`config.mk`:
```
export PLATFORM = sky130hd
export DESIGN_NAME = button_event_ctrl
export DESIGN_NICKNAME = d
export VERILOG_FILES = /design/src/rtl/button_event_ctrl.sv
export SDC_FILE = /design/constraint.sdc
export NUM_CORES = 1
export LEC_CHECK = 0
export CORE_MARGIN = 2
export CORE_UTILIZATION = 68
export CTS_CLUSTER_DIAMETER = 200
export DETAILED_ROUTE_END_ITERATION = 6
export PLACE_DENSITY = 0.86
export REMOVE_ABC_BUFFERS = 1
export SYNTH_ARGS = -nofsm -noshare
export SYNTH_HDL_FRONTEND = slang
export SYNTH_SLANG_ARGS = --single-unit
```
`constraint.sdc`:
```
create_clock -name clk -period 9.3 [get_ports clk]
set_clock_uncertainty 0.05 [all_clocks]
set_input_delay 0.93 -clock clk [delete_from_list [all_inputs] [get_ports clk]]
set_output_delay 0.93 -clock clk [all_outputs]
set_load 0.01 [all_outputs]
```
`src/rtl/button_event_ctrl.sv`:
```
// ---------------------------------------------------------------------------
// button_event_ctrl
//
// Front-panel button controller. A single free-running prescaler produces a
// sample tick that all buttons share. Each button is synchronized, debounced
// on ticks, and classified by a small per-button state machine into press,
// release, long-press and auto-repeat events. Each event raises a pending
// flag. A round-robin arbiter drains the flags into one valid/ready event
// stream.
//
// Ports
//   clk          system clock
//   rst_n        asynchronous, active-low reset
//   btn_raw      raw asynchronous button inputs, 1 = pressed
//   btn_level    debounced level per button
//   event_valid  event slot holds an event
//   event_ready  consumer accepts the event when high together with event_valid
//   event_id     button index of the event in the slot
//   event_code   0 = press, 1 = release, 2 = long, 3 = repeat
//   overrun      one-cycle pulse when a raised event was dropped
// ---------------------------------------------------------------------------
module button_event_ctrl #(
  parameter int NUM_BTN      = 4,
  parameter int TICK_DIV     = 100_000,
  parameter int STABLE_TICKS = 5,
  parameter int LONG_TICKS   = 1000,
  parameter int REPEAT_TICKS = 200,
  localparam int ID_W        = (NUM_BTN > 1) ? $clog2(NUM_BTN) : 1
) (
  input  logic               clk,
  input  logic               rst_n,
  input  logic [NUM_BTN-1:0] btn_raw,
  output logic [NUM_BTN-1:0] btn_level,
  output logic               event_valid,
  input  logic               event_ready,
  output logic [ID_W-1:0]    event_id,
  output logic [1:0]         event_code,
  output logic               overrun
);

  localparam int PRE_W  = $clog2(TICK_DIV);
  localparam int DEB_W  = $clog2(STABLE_TICKS + 1);
  localparam int HOLD_W = $clog2(LONG_TICKS + 1);
  localparam int RPT_W  = $clog2(REPEAT_TICKS + 1);

  // Pending-bit positions match the event code values.
  localparam int CODE_PRESS   = 0;
  localparam int CODE_RELEASE = 1;
  localparam int CODE_LONG    = 2;
  localparam int CODE_REPEAT  = 3;

  typedef enum logic [1:0] {
    ST_IDLE,
    ST_HELD,
    ST_REPEATING
  } btn_state_t;

  // -------------------------------------------------------------------------
  // Input synchronizer (two flops per bit)
  // -------------------------------------------------------------------------
  logic [NUM_BTN-1:0] sync1_reg;
  logic [NUM_BTN-1:0] sync_reg;

  always_ff @(posedge clk or negedge rst_n) begin
    if (!rst_n) begin
      sync1_reg <= '0;
      sync_reg  <= '0;
    end else begin
      sync1_reg <= btn_raw;
      sync_reg  <= sync1_reg;
    end
  end

  // -------------------------------------------------------------------------
  // Shared sample-tick prescaler
  // -------------------------------------------------------------------------
  logic [PRE_W-1:0] presc_reg;
  logic             tick;

  assign tick = (presc_reg == PRE_W'(TICK_DIV - 1));

  always_ff @(posedge clk or negedge rst_n) begin
    if (!rst_n) begin
      presc_reg <= '0;
    end else if (tick) begin
      presc_reg <= '0;
    end else begin
      presc_reg <= presc_reg + 1'b1;
    end
  end

  // -------------------------------------------------------------------------
  // Arbiter signals shared with the per-button logic
  // -------------------------------------------------------------------------
  logic [3:0]         pend_vec [NUM_BTN];
  logic [NUM_BTN-1:0] btn_pend;
  logic [NUM_BTN-1:0] drop;
  logic               slot_free;
  logic               load;
  logic               grant_found;
  logic [ID_W-1:0]    grant_idx;
  logic [1:0]         grant_code;
  logic [3:0]         grant_onehot;

  // -------------------------------------------------------------------------
  // Per-button debounce, classification and pending flags
  // -------------------------------------------------------------------------
  for (genvar gi = 0; gi < NUM_BTN; gi++) begin : g_btn
    logic [DEB_W-1:0]  deb_cnt_reg, deb_cnt_next;
    logic              level_reg;
    logic              flip;
    btn_state_t        state_reg, state_next;
    logic [HOLD_W-1:0] hold_cnt_reg, hold_cnt_next;
    logic [RPT_W-1:0]  rpt_cnt_reg, rpt_cnt_next;
    logic              ev_press, ev_release, ev_long, ev_repeat;
    logic [3:0]        pend_reg;
    logic [3:0]        set_bits;
    logic [3:0]        clr_bits;

    // Debounce: the level flips on the tick that sees the STABLE_TICKS-th
    // consecutive sample differing from the current level.
    always_comb begin
      deb_cnt_next = deb_cnt_reg;
      flip         = 1'b0;
      if (tick) begin
        if (sync_reg[gi] != level_reg) begin
          if (deb_cnt_reg == DEB_W'(STABLE_TICKS - 1)) begin
            flip         = 1'b1;
            deb_cnt_next = '0;
          end else begin
            deb_cnt_next = deb_cnt_reg + 1'b1;
          end
        end else begin
          deb_cnt_next = '0;
        end
      end
    end

    // Classification FSM. A falling level always wins over a long/repeat
    // that would otherwise fire on the same tick.
    always_comb begin
      state_next    = state_reg;
      hold_cnt_next = hold_cnt_reg;
      rpt_cnt_next  = rpt_cnt_reg;
      ev_press      = 1'b0;
      ev_release    = 1'b0;
      ev_long       = 1'b0;
      ev_repeat     = 1'b0;
      case (state_reg)
        ST_IDLE: begin
          if (flip && !level_reg) begin
            state_next    = ST_HELD;
            hold_cnt_next = '0;
            rpt_cnt_next  = '0;
            ev_press      = 1'b1;
          end
        end
        ST_HELD: begin
          if (flip && level_reg) begin
            state_next    = ST_IDLE;
            hold_cnt_next = '0;
            rpt_cnt_next  = '0;
            ev_release    = 1'b1;
          end else if (tick) begin
            if (hold_cnt_reg == HOLD_W'(LONG_TICKS - 1)) begin
              // Counter parks at its threshold while repeating.
              hold_cnt_next = HOLD_W'(LONG_TICKS);
              rpt_cnt_next  = '0;
              state_next    = ST_REPEATING;
              ev_long       = 1'b1;
            end else begin
              hold_cnt_next = hold_cnt_reg + 1'b1;
            end
          end
        end
        ST_REPEATING: begin
          if (flip && level_reg) begin
            state_next    = ST_IDLE;
            hold_cnt_next = '0;
            rpt_cnt_next  = '0;
            ev_release    = 1'b1;
          end else if (tick) begin
            if (rpt_cnt_reg == RPT_W'(REPEAT_TICKS - 1)) begin
              rpt_cnt_next = '0;
              ev_repeat    = 1'b1;
            end else begin
              rpt_cnt_next = rpt_cnt_reg + 1'b1;
            end
          end
        end
        default: begin
          state_next    = ST_IDLE;
          hold_cnt_next = '0;
          rpt_cnt_next  = '0;
        end
      endcase
    end

    always_ff @(posedge clk or negedge rst_n) begin
      if (!rst_n) begin
        deb_cnt_reg  <= '0;
        level_reg    <= 1'b0;
        state_reg    <= ST_IDLE;
        hold_cnt_reg <= '0;
        rpt_cnt_reg  <= '0;
      end else begin
        deb_cnt_reg  <= deb_cnt_next;
        level_reg    <= level_reg ^ flip;
        state_reg    <= state_next;
        hold_cnt_reg <= hold_cnt_next;
        rpt_cnt_reg  <= rpt_cnt_next;
      end
    end

    // Pending flags, one per code. A set colliding with a bit that the
    // arbiter is consuming this cycle is simply re-armed.
    always_comb begin
      set_bits               = 4'b0000;
      set_bits[CODE_PRESS]   = ev_press;
      set_bits[CODE_RELEASE] = ev_release;
      set_bits[CODE_LONG]    = ev_long;
      set_bits[CODE_REPEAT]  = ev_repeat;
    end

    assign clr_bits     = (load && (grant_idx == ID_W'(gi))) ? grant_onehot : 4'b0000;
    assign drop[gi]     = |(set_bits & pend_reg & ~clr_bits);
    assign btn_pend[gi] = |pend_reg;
    assign pend_vec[gi] = pend_reg;
    assign btn_level[gi] = level_reg;

    always_ff @(posedge clk or negedge rst_n) begin
      if (!rst_n) begin
        pend_reg <= 4'b0000;
      end else begin
        pend_reg <= (pend_reg & ~clr_bits) | set_bits;
      end
    end
  end

  // -------------------------------------------------------------------------
  // Round-robin arbiter and output slot
  // -------------------------------------------------------------------------
  logic [ID_W-1:0] ptr_reg;
  logic            valid_reg;
  logic [ID_W-1:0] id_reg;
  logic [1:0]      code_reg;
  logic            overrun_reg;

  assign slot_free = !valid_reg || event_ready;
  assign load      = slot_free && grant_found;

  // Search starts one past the last granted button and wraps, so the last
  // granted button is considered last.
  always_comb begin
    int cand_i;
    grant_found = 1'b0;
    grant_idx   = '0;
    cand_i      = 0;
    for (int k = 1; k <= NUM_BTN; k++) begin
      cand_i = int'(ptr_reg) + k;
      if (cand_i >= NUM_BTN) begin
        cand_i = cand_i - NUM_BTN;
      end
      if (!grant_found && btn_pend[cand_i[ID_W-1:0]]) begin
        grant_found = 1'b1;
        grant_idx   = cand_i[ID_W-1:0];
      end
    end
  end

  // Within the granted button: press > long > repeat > release.
  always_comb begin
    logic [3:0] sel;
    sel          = pend_vec[grant_idx];
    grant_code   = 2'(CODE_RELEASE);
    grant_onehot = 4'b0000;
    if (sel[CODE_PRESS]) begin
      grant_code               = 2'(CODE_PRESS);
      grant_onehot[CODE_PRESS] = 1'b1;
    end else if (sel[CODE_LONG]) begin
      grant_code              = 2'(CODE_LONG);
      grant_onehot[CODE_LONG] = 1'b1;
    end else if (sel[CODE_REPEAT]) begin
      grant_code                = 2'(CODE_REPEAT);
      grant_onehot[CODE_REPEAT] = 1'b1;
    end else if (sel[CODE_RELEASE]) begin
      grant_code                 = 2'(CODE_RELEASE);
      grant_onehot[CODE_RELEASE] = 1'b1;
    end
  end

  always_ff @(posedge clk or negedge rst_n) begin
    if (!rst_n) begin
      valid_reg   <= 1'b0;
      id_reg      <= '0;
      code_reg    <= 2'b00;
      ptr_reg     <= '0;
      overrun_reg <= 1'b0;
    end else begin
      overrun_reg <= |drop;
      if (slot_free) begin
        if (grant_found) begin
          valid_reg <= 1'b1;
          id_reg    <= grant_idx;
          code_reg  <= grant_code;
          ptr_reg   <= grant_idx;
        end else begin
          valid_reg <= 1'b0;
        end
      end
    end
  end

  assign event_valid = valid_reg;
  assign event_id    = id_reg;
  assign event_code  = code_reg;
  assign overrun     = overrun_reg;

endmodule
```
# [Word level (Yosys, flattened, before mapping)]
# Cells that the tools add are included.
[totals] register_bits=143
[classes] add_sub_neg=21 n_lt_le_gt_ge=9 eq_ne=48 mux=188 bitwise=25 reduce_logical=52
[op_table] op="$mux W8" count=28
[op_table] op="$mux W10" count=20
[op_table] op="$pmux W10 S3" count=4
[op_table] op="$pmux W8 S3" count=4
[op_table] op="$mux W1" count=76
[op_table] op="$mux W2" count=31
[op_table] op="$and A4 B4 Y4" count=12
[op_table] op="$add A10 B1 Y10 const B" count=4
[op_table] op="$eq A10 B10 Y1 const B" count=4
[op_table] op="$ne A3 B3 Y1 const B" count=12
[op_table] op="$add A8 B1 Y8 const B" count=4
[op_table] op="$eq A8 B8 Y1 const B" count=4
[op_table] op="$reduce_and A4 Y1" count=8
[op_table] op="$mux W3" count=9
[op_table] op="$mux W4" count=6
[op_table] op="$pmux W2 S3" count=4
[op_table] op="$add A17 B1 Y17 const B" count=1
[op_table] op="$eq A17 B17 Y1 const B" count=1
[op_table] op="$mux W17" count=1
[op_table] op="$logic_and A1 B1 Y1" count=16
[op_table] op="$ne A2 B2 Y1 const B" count=8
[op_table] op="$not A4 Y4" count=4
[op_table] op="$or A4 B4 Y4" count=4
[op_table] op="$reduce_or A16 Y1" count=1
[op_table] op="23 further kinds" count=77

# [Depth between registers and ports, before layout]
[depth] depth_word=27 ltp_mapped=17

# [Worst setup path before layout]
# Ideal clock, no wire load.
[synth_timing] kind="reg-to-reg" start="register presc_reg[0]" end="register g_btn[0].rpt_cnt_reg[2]" setup_time_ps=83 arrival_time_ps=3281 path_slack_ps=5886 stages_incl_launch_ff=17 period_less_slack_ps=3414 path_cell_list="dfrtp_1 -> ha_1 -> and4_1 -> and2_1 -> nand4_1 -> clkbuf_1 -> clkbuf_1 -> nor2_1 -> and3_1 -> ha_1 -> nor2b_1 -> clkbuf_1 -> a21oi_1 -> o2bb2ai_1 -> clkbuf_1 -> o21ai_0 -> o21ai_0"
[synth_via] elab_chain_len=5 word_cells_on_any_way=12
[synth_lines] element="start, declared" line="77" text="logic [PRE_W-1:0] presc_reg;"
[synth_lines] element="start signal, assigned" line="88" text="presc_reg <= presc_reg + 1'b1;"
[synth_lines] element="$eq A17 B17 Y1 *" line="80" text="assign tick = (presc_reg == PRE_W'(TICK_DIV - 1));"
[synth_lines] element="$mux W1" line="125" text="if (tick) begin"
[synth_lines] element="$logic_and A1 B1 Y1, on equally long branches" line="159, 177, 151"
[synth_lines] element="$ne A3 B3 Y1 (no source line), or another cell as far along"
[synth_lines] element="$reduce_and A4 Y1 (no source line) or $pmux W8 S3 (tied branches)"
[synth_lines] element="end signal, assigned" line="211" text="rpt_cnt_reg <= rpt_cnt_next;"
[synth_lines] element="end, declared" line="114" text="logic [RPT_W-1:0] rpt_cnt_reg, rpt_cnt_next;"
# Every way passes the cells marked *; elsewhere a longest branch is shown, timed or not.
# A chain may end at the register's enable or synchronous reset.

# [Worst setup path after layout]
[layout_timing] start="register presc_reg[0]" end="register g_btn[3].rpt_cnt_reg[5]"
[layout_via] elab_chain_len=5 word_cells_on_any_way=12
[layout_lines] element="$eq A17 B17 Y1 *" line="80"
[layout_lines] element="$mux W1" line="125"
[layout_lines] element="$logic_and A1 B1 Y1, on equally long branches" line="159, 177, 151"
[layout_lines] element="$ne A3 B3 Y1 (no source line), or another cell as far along"
[layout_lines] element="$reduce_and A4 Y1 (no source line) or $pmux W8 S3 (tied branches)"
[layout_lines] element="end signal, assigned" line="211"
[layout_lines] element="end, declared" line="114"
# Marks and branches as above.

==> results.json <==
{
  "tritoncts": "built",
  "start_util_pct": 69.76,
  "place_area_sq_um": 8204,
  "number_of_antenna_violations_at_the_first_check_in_global_routing": 0,
  "place.port_buffers": 16,
  "grt_start_max_net_pins": 78,
  "layout_min_cycle_time_ns": 4.190,
  "timing.final.crit_share_pct": 45.05,
  "worst_slew_margin_rel_pct": 20.59,
  "die_width_um": 112.2,
  "post_synth_most_frequent_cells": "dfrtp_1, o21ai_0, nand2_1",
  "clkLatencyLatePin_ns": 0.43,
  "power_switching_uw": 591.6,
  "share_comb_of_total_power_pct": 25.1,
  "synth_seq_cells": 143,
  "drt_first_pass_iters": 5,
  "die_footprint_sq_um": 12600,
  "synthArstFlopShare_pct": 100.0,
  "globalRoute.totalOverflow": 0,
  "route.detailed.vias_per_inst": 6.532,
  "timing.critical_path.arrival_ns": 4.46,
  "synthToLayoutAreaGrowth_pct": 11.18,
  "track_usage_pct": 29.55,
  "ys.flop_type": "dfrtp_1",
  "synth_seq_area_share_pct": 44.93,
  "cts_hold_buffers": 0,
  "design_power_total_uw": 1916,
  "final.hold.worst_slack_ns": 0.2983,
  "num_vias": 6839,
  "synth_edf_count": 0,
  "drcViolationCount": 0,
  "detailed_place_hpwl_mm": 11.78,
  "cp-end-kind": "register",
  "tns_ns": 0,
  "synth_top_area_cell": "dfrtp_1",
  "global_route_wire_length_before_repair_mm": 30.48,
  "largest_register_ff_count": 40,
  "vias_in_the_first_global_route": 6690,
  "finalHoldViolations": 0,
  "detail_route.wl_per_cell_um": 17.14,
  "cts_resized": 0,
  "pin_count": 17,
  "post_synth_instance_area_sq_um": 7965,
  "timing.critical_path.fanout_max": 27,
  "num-nets-final": 935,
  "post-route-cell-area_sq_um": 8856,
  "numClockSinks": 143,
  "htreeDepth": 4,
  "timing.setup.critical_path_class": "register to register",
  "seqPwrFrac_pct": 36.0,
  "internal-power_uw": 1325,
  "timing.final.max_slew_violations": 0,
  "required_ns": 9.57,
  "clock-root-buffer": "clkbuf_16",
  "antenna_cells_inserted": 0,
  "cts_setup_buffers": 0,
  "fp.dieH_um": 112.2,
  "netSwitchingFraction_pct": 30.87,
  "drt-total-wl_mm": 17.94,
  "post_synth_main_area_contributors": "dfrtp_1, o21ai_0, ha_1, nand2_1, nor2_1",
  "syn-mean-instance-area_sq_um": 9.051,
  "powerDensity_nw_per_um2": 216.4,
  "cts.path.max_buffers": 2,
  "fill_cells": 758,
  "min-delay-path-class": "register to register",
  "layout-drive-gt1-share_pct": 5.863,
  "cap_violations": 0,
  "grt_setup_unrepaired": "no",
  "core-area_sq_um": 11420,
  "cts_buffers": 17,
  "drtAntennaViolNets": 0,
  "fmaxAchievable_mhz": 238.7,
  "yosys_warnings": 0,
  "count_leader_synth": "dfrtp_1",
  "place_congestion": 0.8362,
  "finalCoreUtilization_pct": 77.56,
  "vdd.ir_drop.worst_mv": 0.1879,
  "worstSetupStartpointType": "register",
  "drt_first_iter_violations": 761,
  "status": "finished, final reports clean",
  "syn_inst": 880,
  "synth_top_area_share_pct": 44.93,
  "clock_transition_at_the_registers_of_the_reported_paths_ns": 0.06,
  "power.clock.fraction_pct": 39.0,
  "synth.distinct_cells": 68,
  "tightestPinTransition_ns": 1.186,
  "leakage_uw": 0.003849,
  "placement_rows": 39,
  "final-setup-viol-count": 0
}
==> critical path, stage by stage (launching register included) <==
cell      delay, ns
dfrtp_1        0.41
ha_1           0.25
and4_1         0.25
and2_1         0.17
and4_1         0.39
buf_4          0.35
nand2_1        0.11
nor2_1         0.16
ha_1           0.26
inv_1          0.10
nand2_1        0.30
nor2b_1        0.17
o221ai_1       0.17
nand2_1        0.25
or2_2          0.41
o31ai_1        0.28
==> power groups by stage <==
stage / Combinational (uW) / Sequential, uW / Clock [uW]
after floorplan: 346 / 693 / 0
final: 481 / 689 / 746
after global placement: 457 / 696 / 0
after CTS: 473 / 688 / 752
after detailed placement: 468 / 698 / 0
after global routing: 523 / 693 / 780
==> placed cells by master, fill, tap and decap left out, types with 6 or more instances in the layout <==
master | synthesis | routed
nand2b_1 | 34 | 34
dfrtp_1 | 143 | 143
xnor2_1 | 10 | 10
nand4_1 | 27 | 27
nand2_1 | 77 | 77
and2_1 | 6 | 6
nor4_1 | 6 | 6
ha_1 | 37 | 37
nor2_1 | 72 | 72
clkdlybuf4s50_1 | 0 | 15
a21oi_1 | 35 | 35
nor2b_1 | 17 | 17
a31oi_1 | 6 | 6
and3_1 | 24 | 24
o21ai_1 | 8 | 8
inv_1 | 36 | 36
nor3_1 | 17 | 17
a22o_1 | 8 | 8
clkbuf_16 | 0 | 17
nand3b_1 | 6 | 6
nand3_1 | 49 | 49
o31ai_1 | 17 | 17
xor2_1 | 10 | 10
o21ai_0 | 115 | 115
==> worst paths after layout <==
kind / start / to / slack (ns) / depth (start not counted)
max in group asynchronous: rst_n / g_btn[2].hold_cnt_reg[9] / 7.39 / 2
setup / recovery: presc_reg[0] / g_btn[3].rpt_cnt_reg[5] / 5.11 / 15
min in group asynchronous: rst_n / g_btn[0].rpt_cnt_reg[6] / 0.44 / 1
hold reg to reg: sync1_reg[2] / sync_reg[2] / 0.30 / 0
setup reg to reg: presc_reg[0] / g_btn[3].rpt_cnt_reg[5] / 5.11 / 15
hold / removal: sync1_reg[2] / sync_reg[2] / 0.30 / 0
==> stage by stage <==
| stage | setup WS [ns] | cells |
|---|---|---|
| finish | 5.110 | 1047 |
| floorplan | 5.657 | 851 |
| detailed placement | 5.235 | 1014 |
| global route | 4.775 | 1047 |
| CTS | 5.132 | 1046 |
| global placement | 5.504 | 1014 |
==> kinds of logic (layout without fill, tap and decap cells) <==
| group | count (synthesis) | after routing | synth area share, % |
|---|---|---|---|
| buf+inv | 65 | 89 | 3.346 |
| simple gates | 363 | 363 | 23.67 |
| fa+ha+maj | 37 | 37 | 5.812 |
| flops | 143 | 143 | 44.93 |
| compound gates | 240 | 240 | 18.38 |
| xor+xnor | 20 | 20 | 2.199 |
| mux | 12 | 12 | 1.665 |
==> metal layers <==
| layer | GRT usage, % | share of wire [%] |
|---|---|---|
| met4 | 14.23 | 3.0 |
| met1 | 35.58 | 42 |
| met2 | 50.80 | 51 |
| met5 | 0 | 0 |
| met3 | 6.263 | 4.4 |
==> cell type report <==
type / count / area, sq um / share of cell area (%)
sequential: 143 / 3578 / 40.41
tap: 143 / 178.9 / 2.020
multi-input combinational: 672 / 4120 / 46.52
timing repair buffer: 21 / 196.4 / 2.218
inverter: 36 / 135.1 / 1.526
clock inverter: 11 / 186.4 / 2.105
clock buffer: 21 / 460.4 / 5.199
(Power assumes the default switching activity.)
